--- src/rtl/matmul_seq_ctrl.sv ---
// rtl/matmul_seq_ctrl.sv - job sequencer feeding a 3x3 MAC array and returning C = A x B
module matmul_seq_ctrl #(
    parameter int DW      = 4,
    parameter int RW      = 10,
    parameter int MAC_LAT = 1
) (
    input  logic              clk,
    input  logic              rst_n,
    input  logic              start,
    input  logic [9*DW-1:0]   a_flat,
    input  logic [9*DW-1:0]   b_flat,
    output logic              busy,
    output logic [DW-1:0]     data_w1,
    output logic [DW-1:0]     data_w2,
    output logic [DW-1:0]     data_w3,
    output logic [DW-1:0]     data_x1,
    output logic [DW-1:0]     data_x2,
    output logic [DW-1:0]     data_x3,
    output logic              load,
    output logic              clear,
    input  logic [9*RW-1:0]   acc_in,
    output logic [9*RW-1:0]   res_flat,
    output logic              res_valid,
    input  logic              res_ready,
    output logic [7:0]        jobs_done
);

    localparam logic [2:0] S_IDLE  = 3'd0;
    localparam logic [2:0] S_CLR   = 3'd1;
    localparam logic [2:0] S_FEED  = 3'd2;
    localparam logic [2:0] S_DRAIN = 3'd3;
    localparam logic [2:0] S_DONE  = 3'd4;

    localparam logic [2:0] LAT_LAST = 3'(MAC_LAT - 1);

    logic [2:0]       state;
    logic [1:0]       k;
    logic [2:0]       lat_cnt;
    logic [9*DW-1:0]  a_lat;
    logic [9*DW-1:0]  b_lat;
    logic [1:0]       k_next;
    logic [DW-1:0]    w1_n, w2_n, w3_n, x1_n, x2_n, x3_n;

    // Element (r,c) of a row-major packed 3x3 operand matrix.
    function automatic logic [DW-1:0] elem(input logic [9*DW-1:0] m,
                                           input logic [1:0] r,
                                           input logic [1:0] c);
        int idx;
        idx = 3 * int'(r) + int'(c);
        return m[DW*idx +: DW];
    endfunction

    // Column/row index of the operand slice presented on the next FEED cycle.
    always_comb begin
        k_next = (state == S_CLR) ? 2'd0 : k + 2'd1;
        w1_n   = elem(a_lat, 2'd0, k_next);
        w2_n   = elem(a_lat, 2'd1, k_next);
        w3_n   = elem(a_lat, 2'd2, k_next);
        x1_n   = elem(b_lat, k_next, 2'd0);
        x2_n   = elem(b_lat, k_next, 2'd1);
        x3_n   = elem(b_lat, k_next, 2'd2);
    end

    // Job FSM; every array-facing output is a flop updated together with the state.
    always_ff @(posedge clk or negedge rst_n) begin
        if (!rst_n) begin
            state     <= S_IDLE;
            k         <= 2'd0;
            lat_cnt   <= 3'd0;
            a_lat     <= '0;
            b_lat     <= '0;
            busy      <= 1'b0;
            load      <= 1'b0;
            clear     <= 1'b0;
            data_w1   <= '0;
            data_w2   <= '0;
            data_w3   <= '0;
            data_x1   <= '0;
            data_x2   <= '0;
            data_x3   <= '0;
            res_flat  <= '0;
            res_valid <= 1'b0;
            jobs_done <= 8'd0;
        end else begin
            case (state)
                S_IDLE: begin
                    if (start) begin
                        a_lat <= a_flat;
                        b_lat <= b_flat;
                        busy  <= 1'b1;
                        clear <= 1'b1;
                        state <= S_CLR;
                    end
                end
                S_CLR: begin
                    clear   <= 1'b0;
                    load    <= 1'b1;
                    k       <= k_next;
                    data_w1 <= w1_n;
                    data_w2 <= w2_n;
                    data_w3 <= w3_n;
                    data_x1 <= x1_n;
                    data_x2 <= x2_n;
                    data_x3 <= x3_n;
                    state   <= S_FEED;
                end
                S_FEED: begin
                    if (k == 2'd2) begin
                        load    <= 1'b0;
                        data_w1 <= '0;
                        data_w2 <= '0;
                        data_w3 <= '0;
                        data_x1 <= '0;
                        data_x2 <= '0;
                        data_x3 <= '0;
                        lat_cnt <= 3'd0;
                        state   <= S_DRAIN;
                    end else begin
                        k       <= k_next;
                        data_w1 <= w1_n;
                        data_w2 <= w2_n;
                        data_w3 <= w3_n;
                        data_x1 <= x1_n;
                        data_x2 <= x2_n;
                        data_x3 <= x3_n;
                    end
                end
                S_DRAIN: begin
                    if (lat_cnt == LAT_LAST) begin
                        res_flat  <= acc_in;
                        res_valid <= 1'b1;
                        state     <= S_DONE;
                    end else begin
                        lat_cnt <= lat_cnt + 3'd1;
                    end
                end
                S_DONE: begin
                    // A start arriving alongside res_ready is dropped; the next job needs IDLE.
                    if (res_ready) begin
                        res_valid <= 1'b0;
                        busy      <= 1'b0;
                        jobs_done <= jobs_done + 8'd1;
                        state     <= S_IDLE;
                    end
                end
                default: begin
                    busy      <= 1'b0;
                    load      <= 1'b0;
                    clear     <= 1'b0;
                    res_valid <= 1'b0;
                    state     <= S_IDLE;
                end
            endcase
        end
    end

endmodule

--- config.mk ---
export PLATFORM = sky130hd
export DESIGN_NAME = matmul_seq_ctrl
export DESIGN_NICKNAME = d
export VERILOG_FILES = /design/src/rtl/matmul_seq_ctrl.sv
export SDC_FILE = /design/constraint.sdc
export NUM_CORES = 1
export LEC_CHECK = 0
export BUFFER_PORTS_ARGS = -buffer_cell sky130_fd_sc_hd__buf_2
export CORE_MARGIN = 5
export CORE_UTILIZATION = 47
export CTS_CLUSTER_SIZE = 28
export DETAILED_ROUTE_END_ITERATION = 10
export PLACE_DENSITY_LB_ADDON = 0.05
export SLEW_MARGIN = 10
export SYNTH_ARGS = -nofsm -noshare
export SYNTH_HDL_FRONTEND = slang
export SYNTH_SLANG_ARGS = --single-unit
--- constraint.sdc ---
create_clock -name clk -period 4.8 [get_ports clk]
set_input_delay 0.24 -clock clk [delete_from_list [all_inputs] [get_ports clk]]
set_output_delay 0.24 -clock clk [all_outputs]
set_load 0.03 [all_outputs]
; Word-level counts from Yosys, hierarchy flattened
; Cells that the tools add are included.
; Widths: inputs -> output; s select.
[word_totals]
output_inout_bits = 126
elab_cells = 95
register_bits = 206
input_bits = 166
[op_classes]
muxes = 31
eq_ne = 11
bitwise_logic = 4
mul = 1
n_shift = 6
n_reduce_logical = 18
add_sub_neg = 7
[ops]
columns = operator, count
row1 = $shiftx 36x32->4, 2
row2 = $pmux 4 s2, 6
row3 = $shiftx 36x5->4, 1
row4 = $shiftx 36x6->4, 1
row5 = $shiftx 36x7->4, 1
row6 = $shiftx 36x8->4, 1
row7 = $add 30x2->30 const B, 1
row8 = $mux 4, 6
row9 = $mux 3, 6
row10 = $pmux 3 s5, 1
row11 = $ne 2x2->1 const B, 6
row12 = $reduce_and 2->1, 6
row13 = $reduce_or 3->1, 4
row14 = $pmux 1 s3, 3
row15 = $reduce_and 3->1, 3
row16 = $add 8x1->8 const B, 1
row17 = $eq 3x2->1 const B, 2
row18 = $logic_not 3->1, 2
row19 = $pmux 3 s2, 1
row20 = $add 4x2->5 const B, 1
row21 = $add 3x2->4 const A, 1
row22 = $mul 2x2->4 const A, 1
row23 = $mux 1, 4
row24 = $mux 2, 2
row25 = 11 further kinds, 15

; Logic depth before layout (Yosys ltp)
; Gate-level depths: netlist of the first run.
[depth]
depth_word = 7
mapped_depth = 10
ltp_nobuf = 7

; Worst setup path after synthesis of the first run
; OpenSTA, ideal clock, no wires.
[synth_timing]
kind = register to register
start = register k[0]
end = register data_x2[0]
period_less_slack_ps = 2165
required_ps = 4690
arrival_ps = 2055
path_stages_with_launch = 10
path_buffers = 3
setup_time_ps = 110
slack_ps = 2635
path_cell_list = dfrtp_1 > buf_2 > buf_2 > inv_1 > ha_1 > nor2_1 > ha_1 > clkbuf_1 > o211a_1 > o41ai_1
[synth_between]
elab_chain_cells = 7
elab_cells_between_ends = 8
classes_between = add/sub (2) / mul (1) / eq/ne (1) / shift (1) / mux (3)
[synth_lines]
columns = element, line
row1 = from (decl), 37  ; logic [1:0] k;
row2 = from (signal assigned), 98  ; k <= k_next;
row3 = from (signal assigned), 119  ; k <= k_next;
row4 = $add 2x1->2 (*), 55  ; k_next = (state == S_CLR) ? 2'd0 : k + 2'd1;
row5 = $mux 2 (*), 55
row6 = named net k_next[1], 41  ; logic [1:0] k_next;
row7 = $mul 2x2->4 (*), 49  ; idx = 3 * int'(r) + int'(c);
row8 = $add 30x2->30 (*), 49
row9 = $shiftx 36x32->4 (*), 50  ; return m[DW*idx +: DW];
row10 = $mux 4, 108  ; if (k == 2'd2) begin
row11 = $pmux 4 s2 (*), 85  ; case (state)
row12 = to (signal assigned), 103  ; data_x2 <= x2_n;
row13 = to (signal assigned), 124  ; data_x2 <= x2_n;
row14 = to (decl), 17  ; output logic [DW-1:0] data_x2,
; Mark *: on every way through the listed nets, which the timed path passes. The rest lies on a longest branch.
; A chain may end at the register's enable or synchronous reset.

; Final worst setup path of the first run
[layout_timing]
start = register state[2]
end = register res_flat[89]
[layout_between]
elab_chain_cells = 2
[layout_lines]
columns = element, line
row1 = from (decl), 36  ; logic [2:0] state;
row2 = from (signal assigned), 67  ; state <= S_IDLE;
row3 = from (signal assigned), 92  ; state <= S_CLR;
row4 = from (signal assigned), 105  ; state <= S_FEED;
row5 = $eq 3x2->1, 85
row6 = $reduce_and 2->1 (no line), --
row7 = to (signal assigned), 130  ; res_flat <= acc_in;
row8 = to (decl), 22  ; output logic [9*RW-1:0] res_flat,
; No other way between the ends.

==> results of run 1 <==
## registers in the layout (all words and copies together) (netlist names)
signal     cells
load           1
data_x2        4
busy           1
clear          1
b_lat         36
data_w2        4
res_valid      1
state          3
data_w3        4
jobs_done      8
res_flat      90
data_x1        4
a_lat         36
data_w1        4
k              2
data_x3        4
lat_cnt        3
## logic make-up after synthesis
kind of cell,Yosys count,synth area share
adder cells (fa/ha/maj),5,0.00715
AO/OA/AOI/OAI,120,0.0864
XOR/XNOR,8,0.00801
flip-flops,206,0.589
multiplexers,161,0.207
AND/OR/NAND/NOR,98,0.0636
buffers and inverters,54,0.0386
## final cells by class
cell class / instances / area [µm²]
inverter: 12 / 45.0
multi-input combinational: 392 / 3270
tap: 234 / 293
clock inverter: 6 / 108
fill: 1307 / 5800
timing repair buffer: 460 / 3140
clock buffer: 35 / 711
sequential: 206 / 5160
## stage by stage
step | setup slack, ns | instance area [µm²] | std cells
2_1_floorplan | 2.64 | 8750 | 652
3_3_place_gp | 2.22 | 10300 | 1142
3_5_place_dp | 2.08 | 10300 | 1142
4_1_cts | 2.06 | 12700 | 1344
5_1_grt | 1.90 | 12700 | 1345
6_report | 2.04 | 12700 | 1345
## final timing paths
| path | end | from | cells past startpoint |
|---|---|---|---|
| worst max register to register | res_flat[89] | state[2] | 5 |
| worst min register to register | jobs_done[7] | jobs_done[7] | 1 |
| min in group asynchronous | res_flat[23] | rst_n | 2 |
| worst min-delay path | a_lat[22] | a_flat[22] | 2 |
| worst max-delay path | res_flat[89] | state[2] | 5 |
| max in group asynchronous | res_flat[76] | rst_n | 3 |
## report_power, final
group	switching [mW]	leakage [nW]	internal (mW)
clock network	0.677	0.402	1.18
registers	0.526	2.47	2.60
logic	2.59	3.06	1.69
## layout by cell type (no fill, tap or decap), types with 10 or more instances in the layout
master and instances:
a211oi_1 12, a21oi_1 56, buf_2 290, clkbuf_16 23, clkbuf_8 10, dfrtp_1 205, dlygate4sd3_1 162, inv_1 11
mux2_1 16, mux2_2 144, nand2_1 35, nand2b_1 22, o21ai_0 13, o31ai_1 20
## per-layer routing
metal / global-route usage / vias to the layer above / wire (µm)
met5: 0 / - / 0
met4: 0.0574 / 0 / 422
met3: 0.0590 / 35 / 1860
met2: 0.387 / 249 / 12300
met1: 0.291 / 3345 / 10100
li1: - / 3215 / -
## timing repair
action / CTS / global route
hold endpoints to repair: 263 / 1
resized for setup: 0 / 0
hold buffers: 161 / 1
==> results.toml, run 1 <==
[status]
status = "finished clean"

[clocking]
h-tree-depth = 1
cts.sinks = 206
cts_buffer_depth = 3
numCtsBuffers = 23
path_clk_slew_ns = 0.06
cts_tree = "done"
postCtsSetupBuffers = 0
ctsRootBufferMaster = "clkbuf_16"
clk_latency_ns = 0.50

[timing]
fin_hold_ws_ns = 0.0127
min_period_ns = 2.76
rsz0062_at_grt = "false"
maxSlewHeadroom = 0.323
finClkSkew_ns = 0.0118
finalCritPeriodShare = 0.574
tns_ns = 0
hold_viol = 0
setup_viol = 0
clock.fmax_mhz = 363
slew_viol_final = 0
tightest_slew_ns = 1.02

[detailed_routing]
ant_nets = 0
via_count = 6844
viasPerCell = 5.09
drt-wirelength-per-cell_um = 18.4
wl_um = 24700
drt_iter0_drc = 312
first_pass_iters = 4
drcViolationCount = 0

[setup_path]
r2r_slack_ns = 2.04
crit_chain = "inv_1 -> nand3_4 -> nor2_8 -> buf_4 -> mux2_2"
critPathMaxFanout = 48
end_kind = "register"
slowest_delay_ns = 0.69
worst_path_max_delay_cell = "nor2_8"
start_kind = "register"
cp.buffers_inverters = 2
critPathArrivalTime_ns = 3.13
critPathKind = "reg -> reg"
worstPathRequired_ns = 5.18
cp_top_family = "simple AND/OR/NAND/NOR gates"

[power]
power.density_mw_per_mm2 = 728
leakagePower_nw = 5.93
ir_drop_mv = 0.420
finalPower_mw = 9.25

[cells_and_area]
area_growth_pct = 45.4
drive_gt1_frac = 0.442
final_util = 0.687
nets = 1266
diodes = 0

[global_routing]
antenna_found_initial = 0
grt_max_degree = 106
grt_usage = 0.227
grt_pass1_wl_um = 39900
first_global_vias = 7389
overflow = 0

[synthesis]
avgSynthCellArea_um2 = 13.4
synthArstFlopShare = 1.00
synth_cell_types = 44
synth_enable_flop_cells = 0
synth_top_cell_area_share = 0.589
ys_warn_count = 0
syn_area_mm2 = 0.00875
yosysMostFrequentCell = "dfrtp_1"
synth_top_flop_cell = "dfrtp_1"
yosys-top-cells-area = "dfrtp_1 59%, mux2_2 19%, a21oi_1 3.2%"
synth_cells = 652
ys_ff_latch = 206
synth_seq_area_share = 0.589
yosys.area.top_type = "dfrtp_1"
yosys-top-cells-count = "206 x dfrtp_1, 144 x mux2_2, 56 x a21oi_1"
syn-num-nets = 823

[placed_design]
gp_congestion = 0.851
port_buffers = 291
dpl.hpwl_um = 16200

[hold_path]
hold_path.class = "in -> reg"

[floorplanning]
num_rows = 50
io_pins = 292
die_w_um = 146
start_util = 0.473
die_area_mm2 = 0.0214
die_h_um = 146
core_area_mm2 = 0.0185

[job]
drv_cap = 0
Power figures use the tool's default switching activity.
==> inputs of run 2 (changes only) <==
clock period = 2.85 ns   (was 4.8 ns; I/O delays follow)
==> run 2 against run 1 <==
  * Flip-flop and latch count unchanged
  * Core utilization about the same
  * Via count shrank 0.34%
  * Global-route usage rose by 0.19 points
  * First-iteration DRC count increased by 22%
  * Total power up 65%
  * Count of clock-buffer cells in the layout stayed put
  * Hold slack better by 0.25 ns
  * Clock power increased by 46%
  * Clock skew hardly changed
  * Final cell count rose by 0.59%
  * Critical path depth is 1 higher
==> results.toml, run 2 (synthesis gave the netlist of run 1 again) <==
[timing]
setup_viol = 0
maxSlewHeadroom = 0.527
tightest_slew_ns = 0.709
rsz0062_at_grt = "false"
finClkSkew_ns = 0.0118
setup_ws_ns = 0.604
min_period_ns = 2.25
tns_ns = 0
fin_hold_ws_ns = 0.264
finalCritPeriodShare = 0.788
slew_viol_final = 0
clock.fmax_mhz = 445
hold_viol = 0

[power]
ir_drop_mv = 0.626
leakagePower_nw = 5.93
power.density_mw_per_mm2 = 1200

[cells_and_area]
reg_top3 = "res_flat (90), a_lat (36), b_lat (36)"
final_cell_mix = "290 x buf_2, 205 x dfrtp_1, 165 x dlygate4sd3_1"
diodes = 0
finalNonFillerCells = 1353
final_common_cell = "buf_2"
area_growth_pct = 45.3
drive_gt1_frac = 0.440
nets = 1275
fillers = 1325
regMostFlops = "res_flat"
largest_register_ff_count = 90

[global_routing]
grt_pass1_wl_um = 40400
first_global_vias = 7468
antenna_found_initial = 0
overflow = 0
grt_max_degree = 88
grt_usage = 0.229

[floorplanning]
start_util = 0.473
num_rows = 50
die_h_um = 146
die_area_mm2 = 0.0214
core_area_mm2 = 0.0185
io_pins = 292
die_w_um = 146

[clocking]
ctsRootBufferMaster = "clkbuf_16"
cts-resized-gates = 0
postCtsSetupBuffers = 0
path_clk_slew_ns = 0.06
cts_buffer_depth = 3
numCtsBuffers = 22
cts_tree = "done"
clk_latency_ns = 0.50
cts.sinks = 206
h-tree-depth = 1

[status]
status = "finished clean"

[setup_path]
worst_path_max_delay_cell = "dfrtp_1"
cp_top_family = "flip-flops"
start_kind = "register"
end_kind = "register"
crit_chain = "nor3b_4 -> nor2_1 -> ha_1 -> o21ai_0 -> a21oi_1 -> o41ai_1"
critPathMaxFanout = 18
cp.buffers_inverters = 0
critPathArrivalTime_ns = 2.63
slowest_delay_ns = 0.75
critPathKind = "reg -> reg"
worstPathRequired_ns = 3.23

[placed_design]
port_buffers = 291
dpl.hpwl_um = 16400
pre_cts_ws_ns = 0.583
dpl.cell_count = 1149
gp_congestion = 0.806

[detailed_routing]
viasPerCell = 5.04
via_count = 6821
drt-wirelength-per-cell_um = 18.2
drt_iter0_drc = 380
wl_um = 24600
ant_nets = 0
drcViolationCount = 0
first_pass_iters = 4

[job]
drv_cap = 0

[hold_path]
hold_path.class = "in -> async"
run 2: cell count changes in the layout (fill, tap and decap cells not counted):
cell / previous run / this run
buf_4: 7 / 11
clkbuf_1: 3 / 7
clkbuf_8: 10 / 6
buf_12: 0 / 3
bufinv_16: 3 / 0
dlygate4sd3_1: 162 / 165
clkinv_2: 2 / 3
run 2: power breakdown:
part	leakage (nW)	switching (mW)	internal, mW	total, mW
Sequential	2.47	0.887	4.38	5.26
Combinational	3.11	4.35	2.93	7.28
Clock	0.340	1.10	1.61	2.70
run 2: per-layer routing:
layer  part of all wire  global-route usage  wire (µm)
met2               0.50               0.392      12200
met1               0.41               0.293      10200
met4              0.020              0.0555        488
met5                  0                   0          0
met3              0.072              0.0587       1780
run 2: area by class of cell:
class / count / area (µm²) / area share
clock buffer: 35 / 671 / 0.0527
inverter: 12 / 45.0 / 0.00354
sequential: 206 / 5160 / 0.406
tap: 234 / 293 / 0.0230
clock inverter: 4 / 22.5 / 0.00177
timing repair buffer: 470 / 3260 / 0.256
multi-input combinational: 392 / 3270 / 0.257
run 2: worst paths after layout:
kind	slack [ns]	end	depth (start not counted)	startpoint
worst min register to register	0.47	data_w3[1]	2	data_w3[1]
max in group asynchronous	1.67	k[0]	3	rst_n
worst max-delay path	0.60	data_x2[2]	6	state[0]
worst min-delay path	0.26	res_flat[22]	2	rst_n
worst max register to register	0.60	data_x2[2]	6	state[0]
min in group clk	0.39	state[2]	3	res_ready
run 2: what timing repair did:
action,4_1_cts,5_1_grt
hold buffers,165,0
endpoints found under the hold margin,249,0
setup endpoints to repair,0,0
run 2: metrics by stage:
stage / total power [mW] / cell area (µm²) / utilization
after CTS: 15.4 / 12700 / 0.687
after detailed placement: 12.4 / 10400 / 0.560
after floorplan: 10.4 / 8750 / -
final: 15.2 / 12700 / 0.687
after global placement: 12.2 / 10400 / 0.560
after global routing: 16.2 / 12700 / 0.687
==> inputs of run 3 (changes only) <==
clock period = 2.2 ns   (was 2.85 ns; I/O delays follow)
==> run 3 against run 2 <==
  * Count of clock-buffer cells in the layout up 1
  * Via count up 2.6%
  * Register-to-register slack got worse by 0.46 ns
  * Clock skew shrank 0.0041 ns
  * Clock power rose by 41%
==> results.toml, run 3 (synthesis gave the netlist of run 1 again) <==
[status]
status = "finished clean"

[detailed_routing]
viasPerCell = 5.13
drt_iter0_drc = 256
wl_um = 25000
ant_nets = 0
via_count = 6999
drt-wirelength-per-cell_um = 18.3
first_pass_iters = 4
drcViolationCount = 0

[clocking]
path_clk_slew_ns = 0.06
cts_buffer_depth = 3
cts_tree = "done"
clk_latency_ns = 0.50
h-tree-depth = 1
ctsRootBufferMaster = "clkbuf_16"
numCtsBuffers = 24
postCtsSetupBuffers = 0
cts.sinks = 206

[setup_path]
worst-r2r-cell-count = 5
critPathKind = "reg -> reg"
critPathMaxFanout = 10
end_kind = "register"
reg2reg_from = "state[0]"
crit_start = "state[0]"
critPathArrivalTime_ns = 2.44
worstPathRequired_ns = 2.59
crit_end = "data_x2[1]"
r2r_slack_ns = 0.14
r2r-end = "data_x2[1]"
start_kind = "register"

[placed_design]
dpl.cell_count = 1157
gp_congestion = 0.805
port_buffers = 291
dpl.hpwl_um = 16700
pre_cts_ws_ns = 0.154
post_dp_cell_area_mm2 = 0.0105

[timing]
maxSlewHeadroom = 0.575
setup_viol = 0
finalCritPeriodShare = 0.934
rsz0062_at_grt = "false"
fin_hold_ws_ns = 0.168
finClkSkew_ns = 0.00770
hold_viol = 0
setup_ws_ns = 0.145
clock.fmax_mhz = 487
tightest_slew_ns = 0.635
slew_viol_final = 0
min_period_ns = 2.06
tns_ns = 0

[cells_and_area]
final_common_cell = "buf_2"
final_util = 0.696
finalNonFillerCells = 1365
nets = 1285
reg_top3 = "res_flat (90), a_lat (36), b_lat (36)"
regMostFlops = "res_flat"
fin_area_mm2 = 0.0129
final_cell_mix = "290 x buf_2, 205 x dfrtp_1, 165 x dlygate4sd3_1"
drive_gt1_frac = 0.445
fillers = 1309
largest_register_ff_count = 90
area_growth_pct = 47.4

[global_routing]
busiest_layer = "met2"
met1_usage = 0.292
use_met2 = 0.397
grt_max_degree = 65
grt_usage = 0.231
first_global_vias = 7672
met3_usage = 0.0552
antenna_found_initial = 2
grt_pass1_wl_um = 40900
overflow = 0

[floorplanning]
die_w_um = 146
num_rows = 50
core_area_mm2 = 0.0185
die_area_mm2 = 0.0214
start_util = 0.473
die_h_um = 146
io_pins = 292

[hold_path]
hold_path.class = "in -> async"

[power]
finalPower_mw = 20.2
power.density_mw_per_mm2 = 1570
leakagePower_nw = 6.02
ir_drop_mv = 0.976

[job]
drv_cap = 0
==> run 3: layout make-up <==
cell class	count	area (µm²)	share of cell area
Antenna cell	2	5.00	0.000388
Inverter	12	45.0	0.00349
Tap cell	234	293	0.0227
Clock buffer	36	707	0.0548
Multi-Input combinational cell	392	3270	0.253
Clock inverter	5	53.8	0.00417
Sequential cell	206	5160	0.400
Timing Repair Buffer	478	3370	0.261
==> run 3: repair_timing <==
item	4_1_cts	5_1_grt
endpoints found under the hold margin	227	0
resized for setup	0	0
hold buffers	165	0
==> run 3: critical path, stage by stage (launching register included) <==
cell and delay [ns]:
dfrtp_1 0.55, nor3b_4 0.39, nor2_1 0.11, ha_1 0.43, o211a_1 0.15, o41ai_1 0.31
==> run 3: worst min-delay path by stage <==
stage	slack [ns]	endpoint	startpoint	cells past startpoint
6_report	0.17	res_flat[16]	rst_n	2
5_1_grt	0.26	res_valid	rst_n	2
4_1_cts	0.17	res_flat[19]	rst_n	2
3_5_place_dp	0.14	res_flat[19]	rst_n	1
3_3_place_gp	0.13	res_flat[23]	rst_n	1
2_1_floorplan	-0.19	a_lat[0]	rst_n	0
==> run 3: power by group <==
| group | switching (mW) | total [mW] | internal [mW] |
|---|---|---|---|
| combinational | 5.77 | 9.69 | 3.93 |
| clock | 1.48 | 3.80 | 2.32 |
| sequential | 1.08 | 6.75 | 5.67 |
| total | 8.33 | 20.2 | 11.9 |
==> run 3: routing by layer <==
metal,vias up,wire length [µm]
met3,40,1850
met1,3426,10000
li1,3255,-
met5,-,0
met2,278,12600
met4,0,494
